<file path="config.mk">
export PLATFORM = sky130hd
export DESIGN_NAME = rnn_in_feeder
export DESIGN_NICKNAME = d
export VERILOG_FILES = /design/src/rtl/rnn_in_feeder.sv
export SDC_FILE = /design/constraint.sdc
export NUM_CORES = 1
export LEC_CHECK = 0
export ABC_AREA = 1
export CAP_MARGIN = 20
export CELL_PAD_IN_SITES_DETAIL_PLACEMENT = 1
export CELL_PAD_IN_SITES_GLOBAL_PLACEMENT = 1
export CORE_ASPECT_RATIO = 1.75
export CORE_MARGIN = 8
export CORE_UTILIZATION = 30
export DETAILED_ROUTE_END_ITERATION = 16
export MAX_ROUTING_LAYER = met4
export PLACE_DENSITY_LB_ADDON = 0.1
export SLEW_MARGIN = 40
export SYNTH_ARGS = -nofsm -noshare
export SYNTH_HDL_FRONTEND = slang
export SYNTH_SLANG_ARGS = --single-unit
</file>
<file path="constraint.sdc">
create_clock -name CLK -period 2 [get_ports CLK]
set_input_delay 0.6 -clock CLK [delete_from_list [all_inputs] [get_ports CLK]]
set_output_delay 0.6 -clock CLK [all_outputs]
set_load 0.02 [all_outputs]
</file>
<file path="src/rtl/rnn_in_feeder.sv">
// -----------------------------------------------------------------------------
// rnn_in_feeder
//
// Bit-serial stimulus source for the RNN top level. The host pushes one 3-bit
// frame per RNN timestep into an internal FIFO (bit k belongs to input k).
// Each of the three channels serves its bit of the head frame over a
// REQ/ACK/DATA handshake. The head frame is retired only after all three
// channels have consumed it, so the inputs stay aligned in time.
//
// Parameters:
//   DEPTH            FIFO depth in frames (power of two, >= 2)
//
// Ports:
//   CLK              clock, all state on the rising edge
//   RSTB             asynchronous reset, active high
//   WR_VALID         host frame valid
//   WR_READY         FIFO can accept a frame (combinational from the count)
//   WR_DATA[2:0]     frame, bit k feeds channel k
//   INk_REQ          consumer request from the RNN (k = 0..2)
//   INk_ACK          registered one-cycle data-valid strobe to the RNN
//   INk_DATA         registered serial data bit, 0 whenever INk_ACK is 0
//   LEVEL            frames currently stored
//   FRAME_CNT[15:0]  frames retired, wrapping; present only when the macro
//                    RNN_FEEDER_STATS_EN is defined
// -----------------------------------------------------------------------------
module rnn_in_feeder #(
    parameter int DEPTH = 8
) (
    input  logic                     CLK,
    input  logic                     RSTB,
    input  logic                     WR_VALID,
    output logic                     WR_READY,
    input  logic [2:0]               WR_DATA,
    input  logic                     IN0_REQ,
    input  logic                     IN1_REQ,
    input  logic                     IN2_REQ,
    output logic                     IN0_ACK,
    output logic                     IN1_ACK,
    output logic                     IN2_ACK,
    output logic                     IN0_DATA,
    output logic                     IN1_DATA,
    output logic                     IN2_DATA,
    output logic [$clog2(DEPTH):0]   LEVEL
`ifdef RNN_FEEDER_STATS_EN
    ,
    output logic [15:0]              FRAME_CNT
`endif
);

    localparam int AW = $clog2(DEPTH);
    // DEPTH is a power of two, so "full" is a single MSB set in the count.
    localparam logic [AW:0] FULL_LVL = {1'b1, {AW{1'b0}}};

    typedef enum logic [1:0] {
        ST_IDLE     = 2'd0,
        ST_ACK      = 2'd1,
        ST_WAIT_LOW = 2'd2
    } ch_state_t;

    // FIFO storage and bookkeeping
    logic [2:0]    mem_q [DEPTH];
    logic [2:0]    mem_d [DEPTH];
    logic [AW-1:0] wr_ptr_q, wr_ptr_d;
    logic [AW-1:0] rd_ptr_q, rd_ptr_d;
    logic [AW:0]   count_q, count_d;

    // Per-channel handshake state
    ch_state_t     state_q [3];
    ch_state_t     state_d [3];
    logic [2:0]    ack_q, ack_d;
    logic [2:0]    data_q, data_d;
    logic [2:0]    done_q, done_d;

    logic [2:0]    req_s;
    logic [2:0]    head_s;
    logic [2:0]    serve_s;
    logic [2:0]    done_set_s;
    logic          empty_s;
    logic          wr_en_s;
    logic          pop_s;

`ifdef RNN_FEEDER_STATS_EN
    logic [15:0]   frame_cnt_q, frame_cnt_d;
`endif

    assign req_s    = {IN2_REQ, IN1_REQ, IN0_REQ};
    assign head_s   = mem_q[rd_ptr_q];
    assign empty_s  = (count_q == {(AW+1){1'b0}});
    // No write-through: a full FIFO refuses a write even if a pop happens
    // on the same edge.
    assign WR_READY = (count_q != FULL_LVL);
    assign wr_en_s  = WR_VALID && WR_READY;

    assign IN0_ACK  = ack_q[0];
    assign IN1_ACK  = ack_q[1];
    assign IN2_ACK  = ack_q[2];
    assign IN0_DATA = data_q[0];
    assign IN1_DATA = data_q[1];
    assign IN2_DATA = data_q[2];
    assign LEVEL    = count_q;

    // Channel FSM next-state: serve a bit from IDLE, strobe one cycle, then wait for REQ low
    always_comb begin
        for (int k = 0; k < 3; k++) begin
            state_d[k] = state_q[k];
            ack_d[k]   = 1'b0;
            data_d[k]  = 1'b0;
            serve_s[k] = 1'b0;
            case (state_q[k])
                ST_IDLE: begin
                    if (req_s[k] && !empty_s && !done_q[k]) begin
                        state_d[k] = ST_ACK;
                        ack_d[k]   = 1'b1;
                        data_d[k]  = head_s[k];
                        serve_s[k] = 1'b1;
                    end else begin
                        state_d[k] = ST_IDLE;
                    end
                end
                ST_ACK: begin
                    state_d[k] = ST_WAIT_LOW;
                end
                ST_WAIT_LOW: begin
                    if (!req_s[k]) begin
                        state_d[k] = ST_IDLE;
                    end else begin
                        state_d[k] = ST_WAIT_LOW;
                    end
                end
                default: begin
                    state_d[k] = ST_IDLE;
                end
            endcase
        end
    end

    // Done-flags and pop: a channel is marked done on the edge its ACK rises;
    // the frame retires on the edge where the last flag gets set.
    always_comb begin
        done_set_s = done_q | serve_s;
        pop_s      = &done_set_s;
        if (pop_s) begin
            done_d = 3'b000;
        end else begin
            done_d = done_set_s;
        end
    end

    // FIFO next-state: storage, pointers and occupancy
    always_comb begin
        mem_d    = mem_q;
        wr_ptr_d = wr_ptr_q;
        rd_ptr_d = rd_ptr_q;
        if (wr_en_s) begin
            mem_d[wr_ptr_q] = WR_DATA;
            wr_ptr_d        = wr_ptr_q + {{(AW-1){1'b0}}, 1'b1};
        end else begin
            wr_ptr_d = wr_ptr_q;
        end
        if (pop_s) begin
            rd_ptr_d = rd_ptr_q + {{(AW-1){1'b0}}, 1'b1};
        end else begin
            rd_ptr_d = rd_ptr_q;
        end
        case ({wr_en_s, pop_s})
            2'b10:   count_d = count_q + {{AW{1'b0}}, 1'b1};
            2'b01:   count_d = count_q - {{AW{1'b0}}, 1'b1};
            default: count_d = count_q;
        endcase
    end

`ifdef RNN_FEEDER_STATS_EN
    // Retired-frame counter next-state, wraps naturally at 16 bits
    always_comb begin
        if (pop_s) begin
            frame_cnt_d = frame_cnt_q + 16'd1;
        end else begin
            frame_cnt_d = frame_cnt_q;
        end
    end

    // Retired-frame counter register
    always_ff @(posedge CLK or posedge RSTB) begin
        if (RSTB) begin
            frame_cnt_q <= 16'd0;
        end else begin
            frame_cnt_q <= frame_cnt_d;
        end
    end

    assign FRAME_CNT = frame_cnt_q;
`endif

    // FIFO state registers; reset flushes contents so no stale frame survives
    always_ff @(posedge CLK or posedge RSTB) begin
        if (RSTB) begin
            for (int i = 0; i < DEPTH; i++) begin
                mem_q[i] <= 3'b000;
            end
            wr_ptr_q <= {AW{1'b0}};
            rd_ptr_q <= {AW{1'b0}};
            count_q  <= {(AW+1){1'b0}};
        end else begin
            mem_q    <= mem_d;
            wr_ptr_q <= wr_ptr_d;
            rd_ptr_q <= rd_ptr_d;
            count_q  <= count_d;
        end
    end

    // Channel state registers; reset drops any in-flight ACK immediately
    always_ff @(posedge CLK or posedge RSTB) begin
        if (RSTB) begin
            for (int k = 0; k < 3; k++) begin
                state_q[k] <= ST_IDLE;
            end
            ack_q  <= 3'b000;
            data_q <= 3'b000;
            done_q <= 3'b000;
        end else begin
            for (int k = 0; k < 3; k++) begin
                state_q[k] <= state_d[k];
            end
            ack_q  <= ack_d;
            data_q <= data_d;
            done_q <= done_d;
        end
    end

endmodule
</file>
# ---- Word level (Yosys, flattened, before mapping)
# Index checks and enable logic that the tools add are counted.
dict set report totals {
  register_bits 49
  input_bits 9
  out_inout_bits 11
}
dict set report op_classes {
  addsub 4
  order_cmp 3
  n_eq_ne 9
  n_mux 29
  bitwise_logic 3
  n_reduce_logical 18
}
# op n
set ops {}
lappend ops {{bitwise mux 24 bit} 1}
lappend ops {{one-hot mux 2 bit (3 select lines)} 3}
lappend ops {{two-way mux 1 bit} 15}
lappend ops {{two-way mux 3 bit} 4}
lappend ops {{binary-select mux 3 bit (select 3 bit)} 1}
lappend ops {{demux 3 bit (select 3 bit)} 1}
lappend ops {{== test 2 x 1 -> 1 bit, second input constant} 4}
lappend ops {{== test 2 bit, second input constant} 4}
lappend ops {{greater-or-equal comparator 4 bit, second input constant} 2}
lappend ops {{logical AND 1 bit} 8}
lappend ops {{NOT 3 -> 4 bit} 2}
lappend ops {{one-hot mux 4 bit (2 select lines)} 1}
lappend ops {{adder 3 x 1 -> 3 bit, second input constant} 2}
lappend ops {{logical NOT 2 bit} 3}
lappend ops {{two-way mux 2 bit} 3}
lappend ops {{adder 4 x 1 -> 4 bit, second input constant} 1}
lappend ops {{logical NOT 1 bit} 4}
lappend ops {{logical NOT 4 bit} 1}
lappend ops {{< comparator 4 x 1 -> 1 bit, second input constant} 1}
lappend ops {{!= test 4 bit, second input constant} 1}
lappend ops {{subtractor 4 x 1 -> 4 bit, second input constant} 1}
lappend ops {{bitwise OR 3 bit} 1}
lappend ops {{AND reduction 3 bit} 1}
lappend ops {{nonzero test 2 bit} 1}

# ---- Depth between registers and ports, before layout
dict set report logic_depth {
  word_depth 10
  depth_mapped 16
}

# ---- Worst setup path after synthesis
# Ideal clock, no wire load.
dict set report synth_path {
  path_kind {input port to flip-flop}
  start {input IN2_REQ}
  end {register count_q[2], in the netlist LEVEL[2]}
  setup_ps 127
  arrival_ps 1966
  required_time_ps 1873
  path_slack_ps -94
  path_stages 14
  n_path_buf 0
  cell_sequence {inv_1 -> nor2_1 -> nand3_2 -> nand2_2 -> nand3_2 -> inv_2 -> ha_1 -> inv_1 -> nand2_1 -> nand2_1 -> ha_1 -> a21oi_1 -> xnor2_1 -> o21ai_0}
}
dict set report synth_between {
  elab_chain_cells 8
  word_cells_on_any_way 10
  cone_classes {2 x eq/ne; 3 x mux; 1 x bitwise; 4 x reduce/logical}
}
# item line
set synth_rtl {}
lappend synth_rtl {{from (decl)} 36} ;# input logic IN2_REQ,
lappend synth_rtl {{logical AND 1 bit (*) (2 in series)} 111} ;# if (req_s[k] && !empty_s && !done_q[k]) begin
lappend synth_rtl {{two-way mux 1 bit (*)} 111}
lappend synth_rtl {{two-way mux 1 bit (*)} 109} ;# case (state_q[k])
lappend synth_rtl {{bitwise OR 3 bit (*)} 140} ;# done_set_s = done_q | serve_s;
lappend synth_rtl {{AND reduction 3 bit (*)} 141} ;# pop_s = &done_set_s;
lappend synth_rtl {{via pop_s} 80} ;# logic pop_s;
lappend synth_rtl {{== test 2 x 1 -> 1 bit / == test 2 bit (equally long branches)} 165} ;# case ({wr_en_s, pop_s})
lappend synth_rtl {{one-hot mux 4 bit (2 select lines) / nonzero test 2 bit (equally long branches)} --}
lappend synth_rtl {{to (signal assigned)} 202} ;# count_q <= {(AW+1){1'b0}};
lappend synth_rtl {{to (signal assigned)} 207} ;# count_q <= count_d;
lappend synth_rtl {{to (decl)} 65} ;# logic [AW:0] count_q, count_d;
# The timed path passes the listed nets; every way through them passes the cells marked *.
# A chain may end at the register's enable or synchronous reset.

# ---- Final worst setup path
dict set report layout_path {
  start {input WR_VALID}
  end {register count_q[2], in the netlist LEVEL[2]}
}
dict set report layout_between {
  elab_chain_cells 3
  word_cells_on_any_way 5
  cone_classes {2 x eq/ne; 1 x mux; 2 x reduce/logical}
}
# item line
set layout_rtl {}
lappend layout_rtl {{from (decl)} 31} ;# input logic WR_VALID,
lappend layout_rtl {{logical AND 1 bit (*)} 92} ;# assign wr_en_s = WR_VALID && WR_READY;
lappend layout_rtl {{== test 2 x 1 -> 1 bit / == test 2 bit (equally long branches)} 165}
lappend layout_rtl {{one-hot mux 4 bit (2 select lines) / nonzero test 2 bit (equally long branches)} --}
# Every way passes the cells marked *; elsewhere a longest branch is shown, timed or not.

==> out/summary.md <==
The run finished with clean final reports. For the final worst clock skew, the log shows 0.007918 ns. In this run the power density over the cells is 1675 nW/um^2. The worst setup path is captured at a flop. Setup violations remaining at the end of the flow were counted as 0. The total I/O pin count is 20. By area the synthesized netlist is led by dfrtp_1 (50%), nand2_1 (17%), nand3_1 (6.3%). Counting flops with a built-in enable in the synthesized netlist gives 0.

The count of antenna-violating nets left after detailed routing came out at 0. The switching power summed over all nets was 2182 uW. The required arrival time at the worst endpoint is 2.18 ns, and the die extent in y is 135.4 microns. The mux contribution to synthesized area works out to 0.004608. The fraction of post-synthesis cell area in the top cell type by area came out at 0.5018.

Dividing the detail-routed wire length by the instance count gives 13.87 microns. Number of I/O port buffers: 19. The tools report the buffer depth of the longest clock path as 2. The run gives 0.318 as the sequential power share. The tightest min-delay check is of the reg -> reg type.

Fraction of the mapped netlist area in adder cells: 0.02560. The cell sitting at the root of the clock tree is a clkbuf_16. The via count is 2055, and the share of post-route cells with drive strength above 1 is 0.2175.

The post-synthesis area per instance is 8.118 sq um. The total overflow left after global routing is 0. The floorplan has 43 rows.

The cell area after synthesis was 2444 sq um; the largest fanout on the critical path was 3. Entering global routing, the biggest net connects 41 pins. Summing all placed instances gives a cell area of 2937 sq um. The wire length of the first global-routing pass is 10.83 mm, and the number of synthesized register bits is 49. Sorting the synthesized cells by how often they occur yields nand2_1 (110), dfrtp_1 (49), inv_1 (35).

The final core area utilization was 0.4077. The clock period could shrink to 1.937 ns. The tools report the starting utilization of the core area as 0.3090. The most used flip-flop cell after synthesis is dfrtp_1.

The per-cell via count in the routed design was 4.628. At the later pin of the worst-skew pair, clock insertion delay measures 0.30 ns. The total DRC errors in the routed layout was 0; the number of clock sinks was 49. The area fraction in compound gates after synthesis was 0.03584. The tools report the headroom to the max-slew limit as 0.6518. Among all cell types in the netlist, the one instantiated most often is nand2_1. Leaving out filler cells and counting taps, the final layout contains 444. Setup repair after global routing could not meet its margin everywhere. The tools report the cell total after placement as 428. The run gives 5 as the clock buffer count from CTS.

TritonCTS built the clock tree. The measured slew at the worst slew-check pin was 0.5205 ns. The post-synthesis cell count was 301. For the number of DRC violations after detailed-routing iteration 0, the log shows 150. Async set or reset register ratio after synthesis: 1.000. The hold violation count in the final report was 0; the clock transition time at the flip-flop clock pins of the worst setup and hold paths was 0.07 ns. The hold buffer count at cts was 0; the number of iterations in the first detailed-routing pass was 4. The logs give 0 for the count of inserted antenna diode cells and 2 for the number of levels the H-tree was split into. The arrival time of data at the critical path endpoint is 2.12 ns, and the net total in the final layout is 367. The number of antenna violations at the first check in global routing was 0; the switching part of the total was 0.4041. Simple-gate share of the synthesized area: 0.3354. The tools report the maximum vdd drop as 0.0006176 V. After routing the design area is 3224 sq um.

The number of distinct library cells after synthesis was 26; the final cycle utilization of the critical path was 0.9683. Relative to the synthesized area, the layout overhead comes to 31.95%. In the post-route analysis, the smallest setup slack over all paths is 0.06333 ns.

The sequential-to-total area share from yosys stat was 0.5018. After synthesis, the largest family of logic cells by area is simple AND/OR/NAND/NOR gates. The critical path class is in -> reg. The worst setup path is launched from an input port.

The xor-xnor portion of the synthesized cell area works out to 0.01434. The largest total area in the synthesized netlist belongs to dfrtp_1. During synthesis, Yosys emitted a total of 0 warnings. The overall fraction of global-route tracks in use is 0.1237, and the fmax is 0.5164 GHz. For this block, the routed nets add up to 6.159 mm of wire. HPWL reported at the end of detailed placement: 4.620 mm.

The analysis attributes to cell leakage a power of 0.001706 uW. The core outline area was 7909 sq um. Internal power comes to 3219 uW. The number of pins with negative max-slew slack in the final report came out at 0.

The logs give 0.184 for the clock share of power and 0 for the number of max-cap violations. The via count of the first global-routing pass was 2280; the horizontal extent of the die was 84.23 microns. The number of nets in the synthesized netlist is 315. OpenSTA, run right after detailed placement, puts the worst setup slack at -0.5474 ns. The part of the power in combinational logic is 0.498. Total die area: 11400 sq um.

The congestion estimate from routability-driven global placement came to 0.7465. The run gives 0 ns as the setup TNS.
[power by group through the flow]
stage / sequential (uW) / combinational (uW) / clock [uW]
6_report: 1720 / 2690 / 994
4_1_cts: 1720 / 2690 / 1020
3_5_place_dp: 1740 / 2560 / 0
2_1_floorplan: 1810 / 1510 / 0
5_1_grt: 1790 / 3070 / 1060
3_3_place_gp: 1730 / 2520 / 0
[cell families after synthesis]
| logic type | count (synthesis) |
|---|---|
| AOI/OAI and AO/OA | 17 |
| xor gates and xnor gates | 4 |
| adders and majority gates | 5 |
| buffers and inverters | 46 |
| DFF | 49 |
| muxes | 1 |
| and+or+nand+nor | 179 |
[worst max-delay path, cell delays in order]
cell	delay (ns)
clkdlybuf4s50_1	0.56
nand2_8	0.08
ha_4	0.17
buf_4	0.13
nand2_2	0.05
nand2_2	0.06
ha_2	0.17
a21oi_2	0.11
xnor2_1	0.12
o21ai_1	0.07
[metal layers]
metal,track usage,share of wire,up-vias
li1,-,-,1034
met1,0.1130,0.37,996
met2,0.2326,0.57,19
met3,0.03072,0.031,6
met4,0.05502,0.020,0
met5,-,0,-
[through the flow]
step / total power, uW / hold WS, ns
after floorplan: 3318 / 0.4417
after global placement: 4258 / 0.4553
after detailed placement: 4296 / 0.4604
after CTS: 5437 / 0.4776
after global routing: 5916 / 0.4896
final: 5401 / 0.4713
[cell usage in the layout (no fill, tap or decap), drive strengths merged, types with 2 or more instances in the layout]
master / n
a21oi: 7
buf: 34
clkbuf: 7
clkdlybuf4s50: 11
dfrtp: 49
dlygate4sd2: 6
ha: 5
inv: 38
nand2: 117
nand3: 34
nand4: 3
nor2: 22
nor3: 3
o21ai: 9
xnor2: 2
xor2: 2
[flip-flops by register name (all words and copies together) (netlist names)]
register,cells
mem_q,24
state_q,6
LEVEL,4
ack_q,3
data_q,3
done_q,3
rd_ptr_q,3
wr_ptr_q,3
[path summary, 6_finish.rpt]
kind                                      start                     to  slack [ns]  depth (start not counted)
setup / recovery                       WR_VALID   LEVEL[2]$_DFFE_PP0P_        0.06                         10
hold / removal             mem_q[0]$_DFFE_PP0P_   mem_q[0]$_DFFE_PP0P_        0.47                          2
setup reg to reg           LEVEL[1]$_DFFE_PP0P_   LEVEL[2]$_DFFE_PP0P_        0.08                         14
hold reg to reg            mem_q[0]$_DFFE_PP0P_   mem_q[0]$_DFFE_PP0P_        0.47                          2
max in group asynchronous                  RSTB    data_q[2]$_DFF_PP0_        0.96                          3
min in group asynchronous                  RSTB  mem_q[18]$_DFFE_PP0P_        0.55                          2
[timing repair]
item                       4_1_cts  5_1_grt
gates resized for setup         20       10
setup endpoints to repair        7        3
pin swaps                       18        9
setup buffers                    6        2
[layout make-up]
class	count	area, sq um
clock inverter	1	30.03
inverter	38	145.1
sequential	49	1229
clock buffer	7	142.6
timing repair buffer	53	456.7
fill	976	4684
multi-input combinational	206	1109
tap	90	112.6
Note: power is estimated with default switching activity, not from simulation.
